[src/rtl/chunked_lookahead_subtractor.sv]
// rtl/chunked_lookahead_subtractor.sv - multi-cycle A-B-BIN subtractor, one W-bit lookahead slice per clock
module chunked_lookahead_subtractor #(
  parameter int N = 16,
  parameter int W = 4
) (
  input  logic         clk,
  input  logic         rst_n,
  input  logic         in_valid,
  output logic         in_ready,
  input  logic [N-1:0] A,
  input  logic [N-1:0] B,
  input  logic         BIN,
  output logic         out_valid,
  input  logic         out_ready,
  output logic [N:0]   result,
  output logic         ovf
);

  localparam int NS = N / W;
  localparam int KW = (NS > 1) ? $clog2(NS) : 1;
  localparam logic [KW-1:0] LAST_K = KW'(NS - 1);

  typedef enum logic [1:0] {IDLE, RUN, DONE} state_t;

  state_t        state;
  logic [KW-1:0] k;
  logic [N-1:0]  a_r, b_r;
  logic          borrow_r;

  logic [W-1:0]  a_s, b_s, d_s;
  logic          slice_bout;

  // Borrow lookahead inside the current slice; borrow_r carries the slice-to-slice borrow.
  always_comb begin
    logic bo, g, p;
    a_s = a_r[k*W +: W];
    b_s = b_r[k*W +: W];
    d_s = '0;
    bo  = borrow_r;
    for (int i = 0; i < W; i++) begin
      g      = ~a_s[i] & b_s[i];
      p      = ~(a_s[i] ^ b_s[i]);
      d_s[i] = a_s[i] ^ b_s[i] ^ bo;
      bo     = g | (p & bo);
    end
    slice_bout = bo;
  end

  always_ff @(posedge clk) begin
    if (!rst_n) begin
      state     <= IDLE;
      in_ready  <= 1'b1;
      out_valid <= 1'b0;
      result    <= '0;
      ovf       <= 1'b0;
      k         <= '0;
      a_r       <= '0;
      b_r       <= '0;
      borrow_r  <= 1'b0;
    end else begin
      case (state)
        IDLE: begin
          if (in_valid && in_ready) begin
            a_r      <= A;
            b_r      <= B;
            borrow_r <= BIN;
            k        <= '0;
            in_ready <= 1'b0;
            state    <= RUN;
          end
        end
        RUN: begin
          result[k*W +: W] <= d_s;
          borrow_r         <= slice_bout;
          if (k == LAST_K) begin
            result[N] <= slice_bout;
            ovf       <= (a_r[N-1] ^ b_r[N-1]) & (d_s[W-1] ^ a_r[N-1]);
            out_valid <= 1'b1;
            state     <= DONE;
          end else begin
            k <= k + 1'b1;
          end
        end
        DONE: begin
          if (out_ready) begin
            out_valid <= 1'b0;
            in_ready  <= 1'b1;
            state     <= IDLE;
          end
        end
        default: state <= IDLE;
      endcase
    end
  end

endmodule
[config.mk]
export PLATFORM = sky130hd
export DESIGN_NAME = chunked_lookahead_subtractor
export DESIGN_NICKNAME = d
export VERILOG_FILES = /design/src/rtl/chunked_lookahead_subtractor.sv
export SDC_FILE = /design/constraint.sdc
export NUM_CORES = 1
export LEC_CHECK = 0
export BUFFER_PORTS_ARGS = -buffer_cell sky130_fd_sc_hd__buf_2
export CORE_MARGIN = 8
export CORE_UTILIZATION = 24
export DETAILED_ROUTE_END_ITERATION = 16
export SYNTH_ARGS = -nofsm -noshare
export SYNTH_HDL_FRONTEND = slang
export SYNTH_SLANG_ARGS = --single-unit
[constraint.sdc]
create_clock -name clk -period 2.9 [get_ports clk]
set_input_delay 0.145 -clock clk [delete_from_list [all_inputs] [get_ports clk]]
set_output_delay 0.145 -clock clk [all_outputs]
set_load 0.02 [all_outputs]
==> results of run 1 <==
==> state kept, by name (all words and copies together), names as in the netlist, 2 cells and up <==
name    cells
state       2
k           2
result     17
a_r        16
b_r        16
==> per-layer routing <==
metal  part of all wire  GRT usage
met4              0.010    0.03557
met3              0.061    0.03307
met1               0.46     0.1192
met2               0.46     0.1531
met5                  0          0
==> metrics by stage <==
stage | cell area, µm² | hold slack [ns] | std cells | setup slack (ns) | power, µW
floorplan | 2586 | 0.2810 | 291 | -0.007744 | 1078
global placement | 2992 | 0.3916 | 470 | 0.03368 | 1172
detailed placement | 2992 | 0.3924 | 470 | -0.07178 | 1182
CTS | 3218 | 0.02754 | 486 | -0.03824 | 1975
global route | 3226 | 0.04876 | 486 | -0.1063 | 2060
finish | 3226 | 0.04335 | 486 | -0.03691 | 1958
==> cells by family after synthesis <==
logic type / count (synthesis) / synth area share
mux: 8 / 0.07038
compound gates: 65 / 0.1544
fa+ha+maj: 11 / 0.06549
flops: 57 / 0.4457
buf+inv: 34 / 0.05963
simple gates: 116 / 0.2043
==> path summary, 6_finish.rpt <==
check                            from                  end  slack, ns
setup / recovery    k[0]$_SDFFE_PN0P_     ovf$_SDFFE_PN0P_      -0.04
hold / removal                   A[5]  a_r[5]$_SDFFE_PN0P_       0.04
setup reg to reg    k[0]$_SDFFE_PN0P_     ovf$_SDFFE_PN0P_      -0.04
hold reg to reg   b_r[7]$_SDFFE_PN0P_  b_r[7]$_SDFFE_PN0P_       0.46
==> layout make-up <==
type / count / area [µm²] / share of cell area
multi-input combinational: 200 / 1286 / 0.3988
inverter: 12 / 45.04 / 0.01396
sequential: 57 / 1145 / 0.3549
clock inverter: 4 / 50.05 / 0.01552
clock buffer: 12 / 165.2 / 0.05120
tap: 136 / 170.2 / 0.05275
timing repair buffer: 65 / 364.1 / 0.1129
==> placed cells by master (no fill, tap or decap), types with 2 or more instances in the layout <==
cell,instances
nand2_1,87
dfxtp_1,56
buf_2,56
a21oi_1,38
clkbuf_8,12
inv_1,8
nor2_1,8
mux4_2,8
o32ai_1,7
ha_1,7
buf_4,7
o21ai_0,4
inv_2,4
a32oi_1,4
o22ai_1,4
fa_2,4
nor2b_1,3
nor3_1,3
and3b_1,2
a31oi_1,2
o2111ai_1,2
nand3b_1,2
and2_1,2
clkinvlp_4,2
==> worst register-to-register path, delay by kind of cell (launching register included) <==
kind / cells / cell delay, ns
compound gates: 2 / 0.32
fa+ha+maj: 4 / 1.28
buf+inv: 3 / 0.21
flops: 1 / 0.36
mux: 1 / 0.52
simple gates: 1 / 0.15
==> power breakdown <==
part | internal, µW | leakage (µW) | switching [µW]
logic | 134 | 0.000698 | 183
clock network | 465 | 0.000105 | 322
registers | 824 | 0.000465 | 29.2
==> timing repair <==
action	in CTS	in global routing
pin swaps	3	1
gates resized for setup	4	4
setup endpoints to repair	3	4
==> run summary, run 1 <==
Status - complete, but fails checks
Failing checks - setup timing
Setup TNS - -0.03691 ns
CTS hold repair buffers - 0
Slew Limit Headroom - 0.7280
Post-Syn Area - 0.002560 mm²
First-pass GRT wire length - 11270 µm
Final nets - 393
Crit path depth - 11
Seq/Total Area, Yosys - 0.4457
Worst R2R Path Depth - 11
Dominant synthesized flop cell - dfxtp_1
Crit path time final - 2.937 ns
Clock sinks - 57
Final antenna-violating net count - 0
Largest net degree at the start of global routing - 36
GRT Util Overall - 0.09676
Post-synth ARST share - 0
Setup Viol. Count Final - 1
1st-iter DRT viols - 101
IO Pins - 57
Layout cells sized above 1 - 0.2943
Measured slew at the worst slew-check pin - 0.4080 ns
Hold Vio Cnt, Final - 0
Number of synthesized flops with an enable pin - 0
Hpwl dp - 5058 µm
Fmax - 0.3405 GHz
Initial Util - 0.2480
TritonCTS clock tree - yes
Buffers on Ports - 56
Avg Cell Area, Syn - 8.797 µm²
Max-slew violations - 0
N_diodes - 0
Synth cell count leaders - nand2_1, dfxtp_1, a21oi_1
Avg WL per Cell - 13.89 µm
Share of the synthesized area in the top cell type - 0.4457
Max VDD drop - 246.5 µV
Core footprint - 0.01032 mm²
Setup repair bufs after CTS - 0
Total CTS buffers - 9
Yosys cell types - 34
Final core utilization - 0.3124
Synth top area cells - dfxtp_1, nand2_1, a21oi_1
Worst EP required - 3.14 ns
CP Cell Sequence - buf_6 -> mux4_2 -> fa_2 -> inv_2 -> fa_2 -> fa_2 -> inv_2 -> fa_2 -> and3b_1 -> a21oi_1 -> a311oi_1
Routability Congestion - 0.7817
Die height - 119.3 µm
Vias - 2215
Delay-heaviest family, CP - adder cells
Leak Pwr - 0.001267 µW
H-tree lvl count - 3
Nature of the critical path endpoint - register
Count leader, synth - nand2_1
YS warnings - 0
FILL cells - 1083
Initial antenna violation count - 0
Syn nets - 339
Clock skew - 0.007336 ns
Area Overhead vs Synth - 26.00%
Delay of the slowest critical-path stage - 0.55 ns
Crit Path Max Fanout - 4
Site Rows - 37
Vias/cell - 4.558
CP dominant cell by count - fa_2
Worst EP arrival - 3.17 ns
Total grt overflow - 0
Crit start category - register
Synth area leader - dfxtp_1
Clk_lat worst skew - 0.33 ns
Worst-path clk slew - 0.07 ns
Critical path class - reg -> reg
# Max-Cap Violations - 0
Cells after Synth - 291
Setup ws final - -0.03691 ns
Root Buffer - clkbuf_8
Pre-antenna DRT Iters - 4
Fin crit share - 1.013
CP Buf/Inv Count - 3
RSZ-0062 raised after global routing - yes
Hold depth - 3
Synth Register Bits - 57
CTS Buffer Depth - 2
Power per cell area - 607.0 mW/mm²
DRC errors left - 0
CP max-delay cell - fa_2
HP Class - in -> reg
Die X - 119.3 µm
Die ar. - 0.01423 mm²
Vias in the first global route - 2276
Total routed wirelength - 6749 µm
Power figures use the tool's default switching activity.
==> inputs of run 2 (changes only) <==
--- a/config.mk
+++ b/config.mk
@@ -9,6 +9,7 @@
 export CORE_MARGIN = 8
 export CORE_UTILIZATION = 24
 export DETAILED_ROUTE_END_ITERATION = 16
+export RECOVER_POWER = 50
 export SYNTH_ARGS = -nofsm -noshare
 export SYNTH_HDL_FRONTEND = slang
 export SYNTH_SLANG_ARGS = --single-unit
==> run summary, run 2 (synthesis results as in run 1) <==
HP Class - in -> reg
Max VDD drop - 245.9 µV (-0.25%)
Site Rows - 37 (unchanged)
Largest reg by FF count - result
Avg WL per Cell - 13.95 µm (+0.47%)
Vias - 2205 (-0.45%)
H-tree lvl count - 3 (unchanged)
Fmax - 0.3414 GHz (+0.28%)
1st-iter DRT viols - 100 (-0.99%)
# Max-Cap Violations - 0 (unchanged)
Root Buffer - clkbuf_8
Pre-antenna DRT Iters - 4 (unchanged)
Measured slew at the worst slew-check pin - 1.453 ns (+1.045 ns)
FILL cells - 1094 (+1.0%)
Hold Vio Cnt, Final - 0 (unchanged)
Fin crit share - 1.010 (-0.002800)
Initial antenna violation count - 0 (unchanged)
Worst EP arrival - 3.17 ns (about the same)
Critical Path Sink - ovf$_SDFFE_PN0P_
Max-slew violations - 0 (unchanged)
Failing checks - setup timing
Die X - 119.3 µm (unchanged)
DRC errors left - 0 (unchanged)
Layout cells sized above 1 - 0.2343 (-0.06000)
Initial Util - 0.2480 (unchanged)
Total grt overflow - 0 (unchanged)
R2r startpoint - k[0]$_SDFFE_PN0P_
Core footprint - 0.01032 mm² (unchanged)
Vias in the first global route - 2276 (unchanged)
Register-to-register setup slack - -0.03 ns (about the same)
Buffers on Ports - 56 (unchanged)
Vias/cell - 4.537 (-0.45%)
Worst-path clk slew - 0.07 ns (about the same)
Clock sinks - 57 (unchanged)
Leak Pwr - 0.001178 µW (-7.0%)
CTS Buffer Depth - 2 (unchanged)
Setup Viol. Count Final - 1 (unchanged)
Die height - 119.3 µm (unchanged)
Post-place setup slack - -0.07178 ns (unchanged)
Critical path class - reg -> reg
N_diodes - 0 (unchanged)
Final nets - 393 (unchanged)
R2r endpoint - ovf$_SDFFE_PN0P_
IO Pins - 57 (unchanged)
Setup TNS - -0.02879 ns (+0.008120 ns)
Largest register FFs - 17 (unchanged)
Worst EP required - 3.14 ns (about the same)
Total routed wirelength - 6781 µm (+0.47%)
Slew Limit Headroom - 0.03104 (-0.6970)
Hpwl dp - 5058 µm (unchanged)
Nature of the critical path endpoint - register
Top flop regs - result: 17 flops, a_r: 16 flops, b_r: 16 flops
Power after layout - 1955 µW (-0.14%)
Clk_lat worst skew - 0.33 ns (about the same)
Total CTS buffers - 9 (unchanged)
Clock skew - 0.006838 ns (-0.0004975 ns)
Crit path time final - 2.929 ns (-0.008120 ns)
Setup repair bufs after CTS - 0 (unchanged)
Crit Path Max Fanout - 4 (unchanged)
RSZ-0062 raised after global routing - yes
Critical Path Start - k[0]$_SDFFE_PN0P_
Setup ws final - -0.02879 ns (+0.008120 ns)
Largest net degree at the start of global routing - 36 (unchanged)
Routability Congestion - 0.7817 (unchanged)
Commonest non-fill, non-tap cell in the layout - nand2_1
Crit start category - register
TritonCTS clock tree - yes
Min Hold Slack - 0.04453 ns (+0.001184 ns)
Worst R2R Path Depth - 11 (unchanged)
Final antenna-violating net count - 0 (unchanged)
Power per cell area - 611.6 mW/mm² (+0.76%)
First-pass GRT wire length - 11270 µm (unchanged)
Area Overhead vs Synth - 24.88%
Commonest cells after routing, fill and taps aside - nand2_1, dfxtp_1, a21oi_1, buf_2, clkbuf_1
Status - complete, but fails checks
Die ar. - 0.01423 mm² (unchanged)
GRT Util Overall - 0.09676 (unchanged)
run 2: changes by cell type in the layout (fill, tap and decap cells not counted):
cell | previous run | this run
buf_4 | 7 | 6
clkbuf_1 | 0 | 21
buf_2 | 56 | 36
run 2: what timing repair did:
| item | in CTS | in global routing |
|---|---|---|
| gates resized for setup | 4 | 4 |
| endpoints found under the setup margin | 3 | 4 |
| hold buffers | 0 | 0 |
| pin swaps | 3 | 1 |
run 2: metrics by stage:
step / cell area [µm²] / utilization / instances
after floorplan: 2586 / - / 291
after global placement: 2992 / 0.2898 / 470
after detailed placement: 2992 / 0.2898 / 470
final: 3197 / 0.3097 / 486
after CTS: 3218 / 0.3117 / 486
after global routing: 3197 / 0.3097 / 486
run 2: cell type report:
| cell class | count | area [µm²] | area share |
|---|---|---|---|
| Clock buffer | 12 | 165.2 | 0.05166 |
| Clock inverter | 4 | 50.05 | 0.01566 |
| Inverter | 12 | 45.04 | 0.01409 |
| Multi-Input combinational cell | 200 | 1286 | 0.4023 |
| Sequential cell | 57 | 1145 | 0.3581 |
| Tap cell | 136 | 170.2 | 0.05323 |
| Timing Repair Buffer | 65 | 335.3 | 0.1049 |
run 2: worst min path at each step:
stage	start	end	slack, ns	depth (start not counted)
after floorplan	A[0]	a_r[0]$_SDFFE_PN0P_	0.28	2
after global placement	A[11]	a_r[11]$_SDFFE_PN0P_	0.39	3
after detailed placement	A[5]	a_r[5]$_SDFFE_PN0P_	0.39	3
after CTS	A[5]	a_r[5]$_SDFFE_PN0P_	0.03	3
after global routing	A[7]	a_r[7]$_SDFFE_PN0P_	0.05	3
final	A[5]	a_r[5]$_SDFFE_PN0P_	0.04	3
run 2: routing by layer:
layer | vias up | global-route usage | wire length (µm)
met3 | 7 | 0.03307 | 344
met2 | 52 | 0.1531 | 3123
met5 | - | 0 | 0
met1 | 1043 | 0.1192 | 3242
li1 | 1103 | - | -
met4 | 0 | 0.03557 | 70
run 2: worst max-delay path, cell delays in order (launching register included):
cell      delay [ns]
dfxtp_4         0.36
buf_6           0.11
mux4_2          0.51
fa_2            0.35
inv_2           0.06
fa_2            0.19
fa_2            0.19
inv_2           0.04
fa_2            0.55
and3b_1         0.15
a21oi_1         0.04
a311oi_1        0.27
run 2: where the power goes:
part	internal, µW	switching, µW	total, µW
clock network	465	321	786
logic	132	184	316
registers	824	29.4	853
